`src/rtl/b10_comma_align.sv`:
```
// rtl/b10_comma_align.sv - K28.5 word aligner ahead of the 8b/10b decoder
module b10_comma_align #(
  parameter int LOCK_COMMAS     = 3,
  parameter int UNLOCK_MISALIGN = 2
) (
  input  logic       clk,
  input  logic       reset_n,
  input  logic       en_n,
  input  logic [9:0] raw_data,
  output logic [9:0] aligned_data,
  output logic       aligned_valid,
  output logic       locked,
  output logic [3:0] align_offset,
  output logic       comma_det
);

  localparam logic [9:0] K28_5_NEG  = 10'h17C;
  localparam logic [9:0] K28_5_POS  = 10'h283;
  localparam logic [3:0] LOCK_CNT   = 4'(LOCK_COMMAS);
  localparam logic [3:0] UNLOCK_CNT = 4'(UNLOCK_MISALIGN);

  typedef enum logic [1:0] {UNLOCKED, CHECK, LOCKED} state_t;

  state_t      state_q, state_n;
  logic [9:0]  prev_q;
  logic [3:0]  off_q, off_n;
  logic [3:0]  good_cnt, good_n, good_inc;
  logic [3:0]  bad_cnt, bad_n, bad_inc;
  logic [19:0] win;
  logic [9:0]  cand [10];
  logic        hit;
  logic [3:0]  hit_k;
  logic [3:0]  sel;
  logic [9:0]  sel_data;

  assign win = {raw_data, prev_q};

  // Scan from the top down so the lowest matching offset is the one kept.
  always_comb begin
    hit   = 1'b0;
    hit_k = 4'd0;
    for (int k = 9; k >= 0; k--) begin
      cand[k] = win[k +: 10];
      if (cand[k] == K28_5_NEG || cand[k] == K28_5_POS) begin
        hit   = 1'b1;
        hit_k = 4'(k);
      end
    end
  end

  always_comb begin
    sel      = (state_q != LOCKED && hit) ? hit_k : off_q;
    sel_data = 10'h000;
    for (int k = 0; k < 10; k++) begin
      if (sel == 4'(k)) sel_data = cand[k];
    end
  end

  assign good_inc = (good_cnt == 4'hF) ? good_cnt : good_cnt + 4'd1;
  assign bad_inc  = (bad_cnt == 4'hF) ? bad_cnt : bad_cnt + 4'd1;

  always_comb begin
    state_n = state_q;
    off_n   = off_q;
    good_n  = good_cnt;
    bad_n   = bad_cnt;
    if (hit) begin
      unique case (state_q)
        UNLOCKED: begin
          off_n   = hit_k;
          good_n  = 4'd1;
          state_n = (LOCK_CNT == 4'd1) ? LOCKED : CHECK;
        end
        CHECK: begin
          if (hit_k == off_q) begin
            good_n = good_inc;
            if (good_inc >= LOCK_CNT) state_n = LOCKED;
          end else begin
            off_n  = hit_k;
            good_n = 4'd1;
          end
        end
        LOCKED: begin
          if (hit_k == off_q) begin
            bad_n = 4'd0;
          end else if (bad_inc >= UNLOCK_CNT) begin
            // Offset is kept; the next comma found while unlocked re-seeds it.
            state_n = UNLOCKED;
            good_n  = 4'd0;
            bad_n   = 4'd0;
          end else begin
            bad_n = bad_inc;
          end
        end
        default: state_n = UNLOCKED;
      endcase
    end
  end

  always_ff @(posedge clk) begin
    if (!reset_n) begin
      state_q       <= UNLOCKED;
      prev_q        <= 10'h000;
      off_q         <= 4'd0;
      good_cnt      <= 4'd0;
      bad_cnt       <= 4'd0;
      aligned_data  <= 10'h000;
      aligned_valid <= 1'b0;
      locked        <= 1'b0;
      align_offset  <= 4'd0;
      comma_det     <= 1'b0;
    end else if (en_n) begin
      aligned_valid <= 1'b0;
      comma_det     <= 1'b0;
    end else begin
      state_q       <= state_n;
      prev_q        <= raw_data;
      off_q         <= off_n;
      good_cnt      <= good_n;
      bad_cnt       <= bad_n;
      aligned_data  <= sel_data;
      comma_det     <= hit && (hit_k == sel);
      locked        <= (state_n == LOCKED);
      aligned_valid <= (state_n == LOCKED);
      align_offset  <= off_n;
    end
  end

endmodule

```
`config.mk`:
```
export PLATFORM = sky130hd
export DESIGN_NAME = b10_comma_align
export DESIGN_NICKNAME = d
export VERILOG_FILES = /design/src/rtl/b10_comma_align.sv
export SDC_FILE = /design/constraint.sdc
export NUM_CORES = 1
export LEC_CHECK = 0
export BUFFER_PORTS_ARGS = -buffer_cell sky130_fd_sc_hd__buf_4
export CAP_MARGIN = 30
export CORE_ASPECT_RATIO = 1.25
export CORE_UTILIZATION = 34
export CTS_BUF_LIST = sky130_fd_sc_hd__clkbuf_16
export DETAILED_ROUTE_END_ITERATION = 16
export GPL_TIMING_DRIVEN = 0
export RECOVER_POWER = 100
export SYNTH_ARGS = -nofsm -noshare
export SYNTH_HDL_FRONTEND = slang
export SYNTH_SLANG_ARGS = --single-unit
```
`constraint.sdc`:
```
create_clock -name clk -period 5.1 [get_ports clk]
set_clock_uncertainty 0.2 [all_clocks]
set_input_delay 0.765 -clock clk [delete_from_list [all_inputs] [get_ports clk]]
set_output_delay 0.765 -clock clk [all_outputs]
set_load 0.02 [all_outputs]
```
[Word level (Yosys, flattened, before mapping)]
Index checks and enable logic that the tools add are counted.
Word-level totals
  bits in registers: 37
  bits in latches: 0
  bits in writable memories: 0
  memory bits (read-only): 0
  output and inout port bits: 17
  memories kept: 0
Cells by class
  add/subtract/negate cells: 2
  multipliers: 0
  div/mod/pow operators: 0
  order comparisons: 2
  equal/unequal tests: 40
  shift-type cells: 0
  multiplexer cells: 47
  bitwise gates (word level): 2
  reduce and logical (&&, ||, !) cells: 20
Operators with widths (count)
  $eq A10 B10 Y1 const B: 10
  $eq A10 B9 Y1 const B: 10
  $mux W10: 10
  $mux W4: 19
  $eq A4 B3 Y1 const B: 4
  $eq A4 B4 Y1 const B: 4
  $pmux W4 S3: 1
  $logic_or A1 B1 Y1: 10
  $mux W1: 10
  $mux W2: 5
  $add A4 B1 Y4 const B: 2
  $eq A4 B2 Y1 const B: 2
  $eq A4 B4 Y1: 2
  $ge A4 B2 Y1 const B: 2
  $ne A2 B2 Y1 const B: 4
  $pmux W4 S2: 1
  $pmux W2 S3: 1
  $reduce_and A5 Y1: 1
  $eq A2 B2 Y1 const B: 2
  $eq A4 B1 Y1 const B: 1
  $logic_not A4 Y1: 1
  $reduce_and A4 Y1: 1
  $reduce_and A3 Y1: 1
  $reduce_bool A3 Y1: 1
  6 further kinds: 8

[Longest topological paths before layout]
Gate-level depths: netlist of the first run.
  word-level depth: 25
  mapped depth: 15
  depth with buffers taken out: 10

[Least setup slack after synthesis of the first run]
OpenSTA, ideal clock, no wires.
  path type: input port to flip-flop
  start point: input port raw_data[1]
  end point: register aligned_data[6]
  setup time: 0.122 ns
  arrival time: 3.575 ns
  data required time: 4.778 ns
  setup slack: 1.203 ns
  stages on the path: 13
  cells stage by stage: buf_2 -> nand2b_1 -> nor4_1 -> or4_4 -> or4_1 -> buf_6 -> o31a_1 -> and2_1 -> buf_2 -> a21o_1 -> a21oi_1 -> a2bb2o_1 -> a221o_1
Between the ends
  word-level cells in the longest chain between the ends: 25
  elaborated cells between the ends (all ways): 66
Ends and longest elaborated chain
  from (decl): line 9  | input logic [9:0] raw_data,
  $eq A10 B9 Y1 or $eq A10 B10 Y1 (tied branches): line 44  | if (cand[k] == K28_5_NEG || cand[k] == K28_5_POS) begin
  $logic_or A1 B1 Y1: line 44
  $mux W1 (10 in series): line 44
  $logic_and A1 B1 Y1: line 52  | sel = (state_q != LOCKED && hit) ? hit_k : off_q;
  $mux W4: line 52
  $logic_not A4 Y1: line 55  | if (sel == 4'(k)) sel_data = cand[k];
  $mux W10 (9 in series): line 55
  $mux W10 *: line 55
  to (signal assigned): line 121  | aligned_data <= sel_data;
  to (decl): line 10  | output logic [9:0] aligned_data,
Mark *: on every way between the ends. The rest lies on a longest branch, timed or not.
A chain may end at the register's enable or synchronous reset.

[Worst setup path in the final report of the first run]
  start point: input port raw_data[1]
  end point: register aligned_data[4]
The elaborated chain is that of the path after synthesis.

==> impl_metrics.py, run 1 <==
metrics = {
    "job": {
        "cap_violations": 0,
    },
    "drt": {
        "ant_nets": 0,
        "vias": 3891,
        "drtIter0Drc": 333,
        "first_pass_iters": 5,
        "drc": 0,
        "dr_wl_met3_um": 751,
        "highest_layer": "met4",
        "viasPerCell": 6.27,
        "wl_mm": 11.6,
        "wl_met2_mm": 5.71,
        "m1WireLength_mm": 4.69,
        "wl_per_cell_um": 18.6,
    },
    "synth": {
        "synth_warnings": 0,
        "ys_seq_area_share_pct": 21.2,
        "avgSynthCellArea_um2": 7.62,
        "synth_edf_count": 0,
        "yosys.cell_types.count": 84,
        "synth_nets": 479,
        "synth_flop_cell": "dfxtp_1",
        "ys_seq_elements": 37,
        "netlist_area_mm2": 0.00350,
        "synthCells": 459,
        "async_flop_share_pct": 0,
    },
    "setup_path": {
        "cp-start-kind": "input port",
        "rrSetupSlack_ps": 840,
        "path_buf_inv": 4,
        "slowest_delay_ps": 590,
        "cp_slowest_cell": "or4_1",
        "endpoint_kind": "flip-flop",
        "crit_family": "simple AND/OR/NAND/NOR gates",
        "reg2regPathDepth": 12,
        "crit_chain": "buf_2, clkbuf_1, nor4_1, a41o_1, or4_1, buf_6, o21ai_1, nor2_1, clkbuf_1, nand3_1, nand2_1, or4_1, o21ai_0",
        "required_ps": 5100,
        "worstReg2RegStart": "prev_q[9]",
        "r2r_end": "aligned_data[0]",
        "crit_fanout": 10,
        "path_class": "input port to flip-flop",
        "cp_data_arrival_time_ps": 4600,
    },
    "floorplan": {
        "fp.coreArea_mm2": 0.0101,
        "die_area_mm2": 0.0107,
        "die_h_um": 115,
        "rows": 41,
        "start_util_pct": 34.8,
        "pin_count": 30,
        "die_x_um": 92.7,
    },
    "cts": {
        "ctsHtreeMaxLevel": 2,
        "cts_setup_buffers": 0,
        "cts.sinks": 37,
        "insertion_delay_ps": 280,
        "tritoncts": "yes",
        "cts.reportedPaths.clkPinSlew_ps": 60,
        "cts_buffers": 5,
        "cts_hold_buffers": 0,
        "cts_resized": 0,
        "clockBufferDepth": 2,
        "cts_root_buffer": "clkbuf_16",
    },
    "min_path": {
        "hp-start": "aligned_data[5]",
        "min_path_cells": 2,
        "min_path_type": "flip-flop to flip-flop",
        "hold_end": "aligned_data[5]",
    },
    "timing": {
        "setup_violations": 0,
        "finalHoldViolCount": 0,
        "timing.fmax_mhz": 218,
        "grt_setup_unrepaired": "no",
        "relSlewSlack_pct": 36.8,
        "fin_crit_sh_pct": 90.1,
        "slew_violations": 0,
        "min_period_ps": 4600,
        "tightestPinTransition_ps": 948,
        "fin_setup_tns_ps": 0,
    },
    "power": {
        "p_total_w": 0.000726,
        "powerDensity_mw_per_mm2": 187,
        "power.leakage_nw": 1.37,
        "ir_drop_uv": 99.3,
    },
    "grt": {
        "gr-total-overflow": 0,
        "grt_pass1_wl_mm": 18.8,
        "grt_max_degree": 11,
        "first_global_vias": 3810,
        "track_usage_pct": 22.1,
        "antenna_found_initial": 0,
    },
    "placement": {
        "dp_hpwl_mm": 8.59,
        "portBuffers": 26,
        "dp.cells": 614,
        "place.gp.congestion": 0.961,
    },
    "finish": {
        "nets": 512,
        "diodes": 0,
        "drive_gt1_share_pct": 10.6,
        "area_growth_syn_to_layout_pct": 11.2,
        "finalNonFillerCells": 621,
    },
    "outcome": {
        "status": "complete, no violations",
    },
}
==> cell usage after synthesis (all sizes together) (5+ instances only) <==
master | number | area [um^2]
a211oi | 5 | 42.5
a21oi | 22 | 110
a221oi | 8 | 70.1
a22oi | 6 | 45.0
a2bb2oi | 6 | 52.6
a31oi | 7 | 43.8
and2 | 6 | 37.5
buf | 20 | 113
clkbuf | 14 | 52.6
dfxtp | 37 | 741
ha | 7 | 87.6
inv | 16 | 60.1
mux2i | 21 | 214
nand2 | 41 | 154
nand2b | 6 | 37.5
nand3 | 11 | 55.1
nand4 | 8 | 56.3
nor2 | 48 | 180
nor3 | 11 | 65.1
nor4 | 15 | 93.8
o211ai | 5 | 37.5
o21a | 6 | 45.0
o21ai | 28 | 151
o22ai | 6 | 37.5
or3 | 5 | 31.3
or4 | 5 | 45.0
==> how the worst max path moves through the flow <==
stage                startpoint              end  slack (ps)  cells after the start
floorplan           raw_data[1]  aligned_data[6]        1200                     13
global placement    raw_data[4]  aligned_data[0]         660                     12
detailed placement  raw_data[1]  aligned_data[0]         660                     13
CTS                 raw_data[1]  aligned_data[0]         940                     13
global route        raw_data[1]  aligned_data[0]         350                     12
finish              raw_data[1]  aligned_data[4]         500                     13
==> where the power goes <==
part           internal, W  switching, W
registers         0.000297    0.00000791
logic            0.0000460     0.0000801
clock network     0.000175      0.000119
total             0.000518      0.000207
==> final cells by class <==
class,instances,area (um^2)
fillers,1090,6170
multi-input cells,371,2500
flip-flops and latches,37,741
plain buffers,34,164
well taps,129,161
repair buffers,26,128
clock buffers,5,125
inverters,17,63.8
clock inverters,2,7.51
==> cell usage in the layout (no fill, tap or decap), types with 4 or more instances in the layout <==
cell type / count
a211oi_1: 4
a21o_1: 4
a21oi_1: 22
a221oi_1: 8
a22oi_1: 6
a2bb2oi_1: 6
a31oi_1: 7
and2_1: 5
buf_2: 14
buf_4: 9
clkbuf_1: 34
clkbuf_16: 5
dfxtp_1: 37
ha_1: 7
inv_1: 17
mux2i_1: 21
nand2_1: 41
nand2b_1: 6
nand3_1: 11
nand4_1: 7
nand4bb_1: 4
nor2_1: 48
nor3_1: 9
nor4_1: 15
nor4b_1: 4
nor4bb_1: 4
o211ai_1: 5
o21a_1: 6
o21ai_0: 26
o22ai_1: 6
o32ai_1: 4
or3_1: 5
==> metrics by stage <==
| stage | worst slack, ps | util [%] | area [um^2] | hold slack (ps) |
|---|---|---|---|---|
| finish | 505 | 38.7 | 3890 | 262 |
| CTS | 945 | 39.6 | 3990 | 266 |
| floorplan | 1200 | - | 3500 | 231 |
| global placement | 663 | 38.3 | 3850 | 250 |
| global route | 348 | 38.7 | 3890 | 283 |
| detailed placement | 663 | 38.3 | 3850 | 253 |
==> routing by layer <==
layer / track usage (%) / up-vias
met5: 0 / -
met4: 12.1 / 0
met3: 4.03 / 37
met2: 39.9 / 194
met1: 24.3 / 1830
li1: - / 1830
==> sequential cells by signal, summed over array words and instances (netlist names) <==
name,cells
aligned_data,10
aligned_valid,1
bad_cnt,4
comma_det,1
good_cnt,4
locked,1
off_q,4
prev_q,10
state_q,2
==> logic make-up after synthesis <==
logic type | count (synthesis) | share of synthesized area, %
AND/OR/NAND/NOR | 191 | 30.8
buffers and inverters | 51 | 6.55
AO/OA/AOI/OAI | 146 | 31.1
XOR/XNOR | 3 | 0.752
adder cells (fa/ha/maj) | 7 | 2.51
flip-flops | 37 | 21.2
multiplexers | 24 | 7.09
==> worst register-to-register path, stage by stage (launching register included) <==
cell       delay [ps]
dfxtp_1           350
clkbuf_1          350
clkbuf_1          470
nor4bb_1          390
a22oi_1           150
a2bb2oi_1         210
nand3_1           110
o21ai_1           200
a22oi_1           660
o22ai_1           160
a221oi_1          430
a2111oi_0         150
a211o_1           320
Note: power is estimated with default switching activity, not from simulation.
==> run 2, diff against run 1 <==
--- a/config.mk
+++ b/config.mk
@@ -5,13 +5,12 @@
 export SDC_FILE = /design/constraint.sdc
 export NUM_CORES = 1
 export LEC_CHECK = 0
-export BUFFER_PORTS_ARGS = -buffer_cell sky130_fd_sc_hd__buf_4
 export CAP_MARGIN = 30
 export CORE_ASPECT_RATIO = 1.25
 export CORE_UTILIZATION = 34
 export CTS_BUF_LIST = sky130_fd_sc_hd__clkbuf_16
 export DETAILED_ROUTE_END_ITERATION = 16
-export GPL_TIMING_DRIVEN = 0
+export DONT_BUFFER_PORTS = 1
 export RECOVER_POWER = 100
 export SYNTH_ARGS = -nofsm -noshare
 export SYNTH_HDL_FRONTEND = slang
==> impl_metrics.py, run 2 (synthesis gave the netlist of run 1 again) <==
metrics = {
    "drt": {
        "drc": 0,
        "viasPerCell": 6.35,
        "vias": 3628,
        "wl_mm": 11.1,
        "wl_per_cell_um": 19.4,
        "first_pass_iters": 5,
        "ant_nets": 0,
        "drtIter0Drc": 218,
    },
    "floorplan": {
        "rows": 41,
        "start_util_pct": 34.8,
        "die_x_um": 92.7,
        "fp.coreArea_mm2": 0.0101,
        "die_h_um": 115,
        "die_area_mm2": 0.0107,
        "pin_count": 30,
    },
    "timing": {
        "timing.fmax_mhz": 219,
        "min_period_ps": 4560,
        "tightestPinTransition_ps": 969,
        "slew_violations": 0,
        "fin_crit_sh_pct": 89.3,
        "whs_ps": 268,
        "finalWorstSetupSlack_ps": 543,
        "fin_setup_tns_ps": 0,
        "finalHoldViolCount": 0,
        "setup_violations": 0,
        "grt_setup_unrepaired": "no",
        "relSlewSlack_pct": 34.9,
    },
    "setup_path": {
        "cp-start-kind": "flip-flop",
        "cp_slowest_cell": "or4b_2",
        "path_buf_inv": 1,
        "endpoint_kind": "flip-flop",
        "path_common_cell": "mux2i_1",
        "required_ps": 5070,
        "startpoint": "prev_q[9]",
        "worstReg2RegStart": "prev_q[9]",
        "slowest_delay_ps": 730,
        "crit_chain": "buf_4, nand2b_1, or4b_2, nand4_1, a211oi_1, a211oi_2, or2_1, mux2i_1, mux2i_1, a2bb2o_1, a221o_1",
        "crit_fanout": 20,
        "crit_family": "simple AND/OR/NAND/NOR gates",
        "cp_data_arrival_time_ps": 4530,
        "path_class": "flip-flop to flip-flop",
    },
    "finish": {
        "final_common_cell": "nor2_1",
        "nets": 461,
        "area_growth_syn_to_layout_pct": 4.90,
        "drive_gt1_share_pct": 7.92,
        "diodes": 0,
        "finalNonFillerCells": 571,
        "fillerInstances": 1071,
        "largestRegisters": "aligned_data: 10 flops, prev_q: 10 flops",
        "final_cell_mix": "48 x nor2_1, 41 x nand2_1, 37 x dfxtp_1",
    },
    "power": {
        "power.leakage_nw": 1.26,
        "powerDensity_mw_per_mm2": 191,
        "ir_drop_uv": 106,
    },
    "cts": {
        "clockBufferDepth": 2,
        "cts.reportedPaths.clkPinSlew_ps": 60,
        "ctsHtreeMaxLevel": 2,
        "cts_buffers": 5,
        "cts_resized": 0,
        "tritoncts": "yes",
        "cts_setup_buffers": 0,
        "insertion_delay_ps": 280,
        "cts.sinks": 37,
        "cts_hold_buffers": 0,
        "cts_root_buffer": "clkbuf_16",
    },
    "grt": {
        "track_usage_pct": 21.8,
        "antenna_found_initial": 0,
        "gr-total-overflow": 0,
        "first_global_vias": 3594,
        "grt_max_degree": 24,
        "grt_pass1_wl_mm": 18.5,
    },
    "outcome": {
        "status": "complete, no violations",
    },
    "job": {
        "cap_violations": 0,
    },
    "placement": {
        "portBuffers": 0,
        "dp_hpwl_mm": 8.12,
        "dp.cells": 563,
        "place.gp.congestion": 0.960,
        "post-place-ws_ps": 558,
    },
    "min_path": {
        "min_path_type": "flip-flop to flip-flop",
        "hp-start": "bad_cnt[3]",
    },
}
## run 2: cell types whose count changed in the layout (fill, tap and decap cells not counted), moves of 2 or more
cell	previous run	this run
buf_2	14	0
buf_6	2	0
clkbuf_1	34	1
clkinv_2	0	2
## run 2: stage by stage
stage / utilization (%) / instance area, um^2 / power (W)
after floorplan: - / 3500 / 0.000395
after global placement: 35.4 / 3560 / 0.000407
after detailed placement: 35.4 / 3560 / 0.000407
after CTS: 36.8 / 3700 / 0.000712
after global routing: 36.5 / 3670 / 0.000736
final: 36.5 / 3670 / 0.000699
## run 2: worst register-to-register path: cells and delay by family, from the launching register on
kind	cells	cell delay (ps)
AOI/OAI and AO/OA	4	1120
buffers and inverters	1	280
DFF	1	530
muxes	2	560
and+or+nand+nor	4	1770
## run 2: report_power, final
part / internal (W) / leakage [nW] / total, W / switching [W]
combinational: 0.0000376 / 0.889 / 0.0000819 / 0.0000443
sequential: 0.000297 / 0.301 / 0.000320 / 0.0000226
clock: 0.000177 / 0.0748 / 0.000297 / 0.000119
total: 0.000512 / 1.26 / 0.000699 / 0.000186
## run 2: worst paths after layout
check	endpoint	slack, ps	cells after the start
worst max-delay path	aligned_data[6]	540	11
worst max register to register	aligned_data[6]	540	11
worst min-delay path	bad_cnt[3]	270	1
worst min register to register	bad_cnt[3]	270	1
## run 2: layout make-up
class	count	area (um^2)	area share, %
clock buffer	5	125	3.41
timing repair buffer	9	63.8	1.74
inverter	17	63.8	1.74
tap	129	161	4.40
clock inverter	3	13.8	0.375
multi-input combinational	371	2500	68.1
sequential	37	741	20.2
## run 2: routing by layer
metal  vias up  share of wire, %  GRT usage (%)  wire length [um]
met5         -                 0              0                 0
met4         0               4.3           13.1               475
met3        39               5.0           3.77               552
met2       148                49           37.7              5420
met1      1707                42           25.1              4640
li1       1734                 -              -                 -
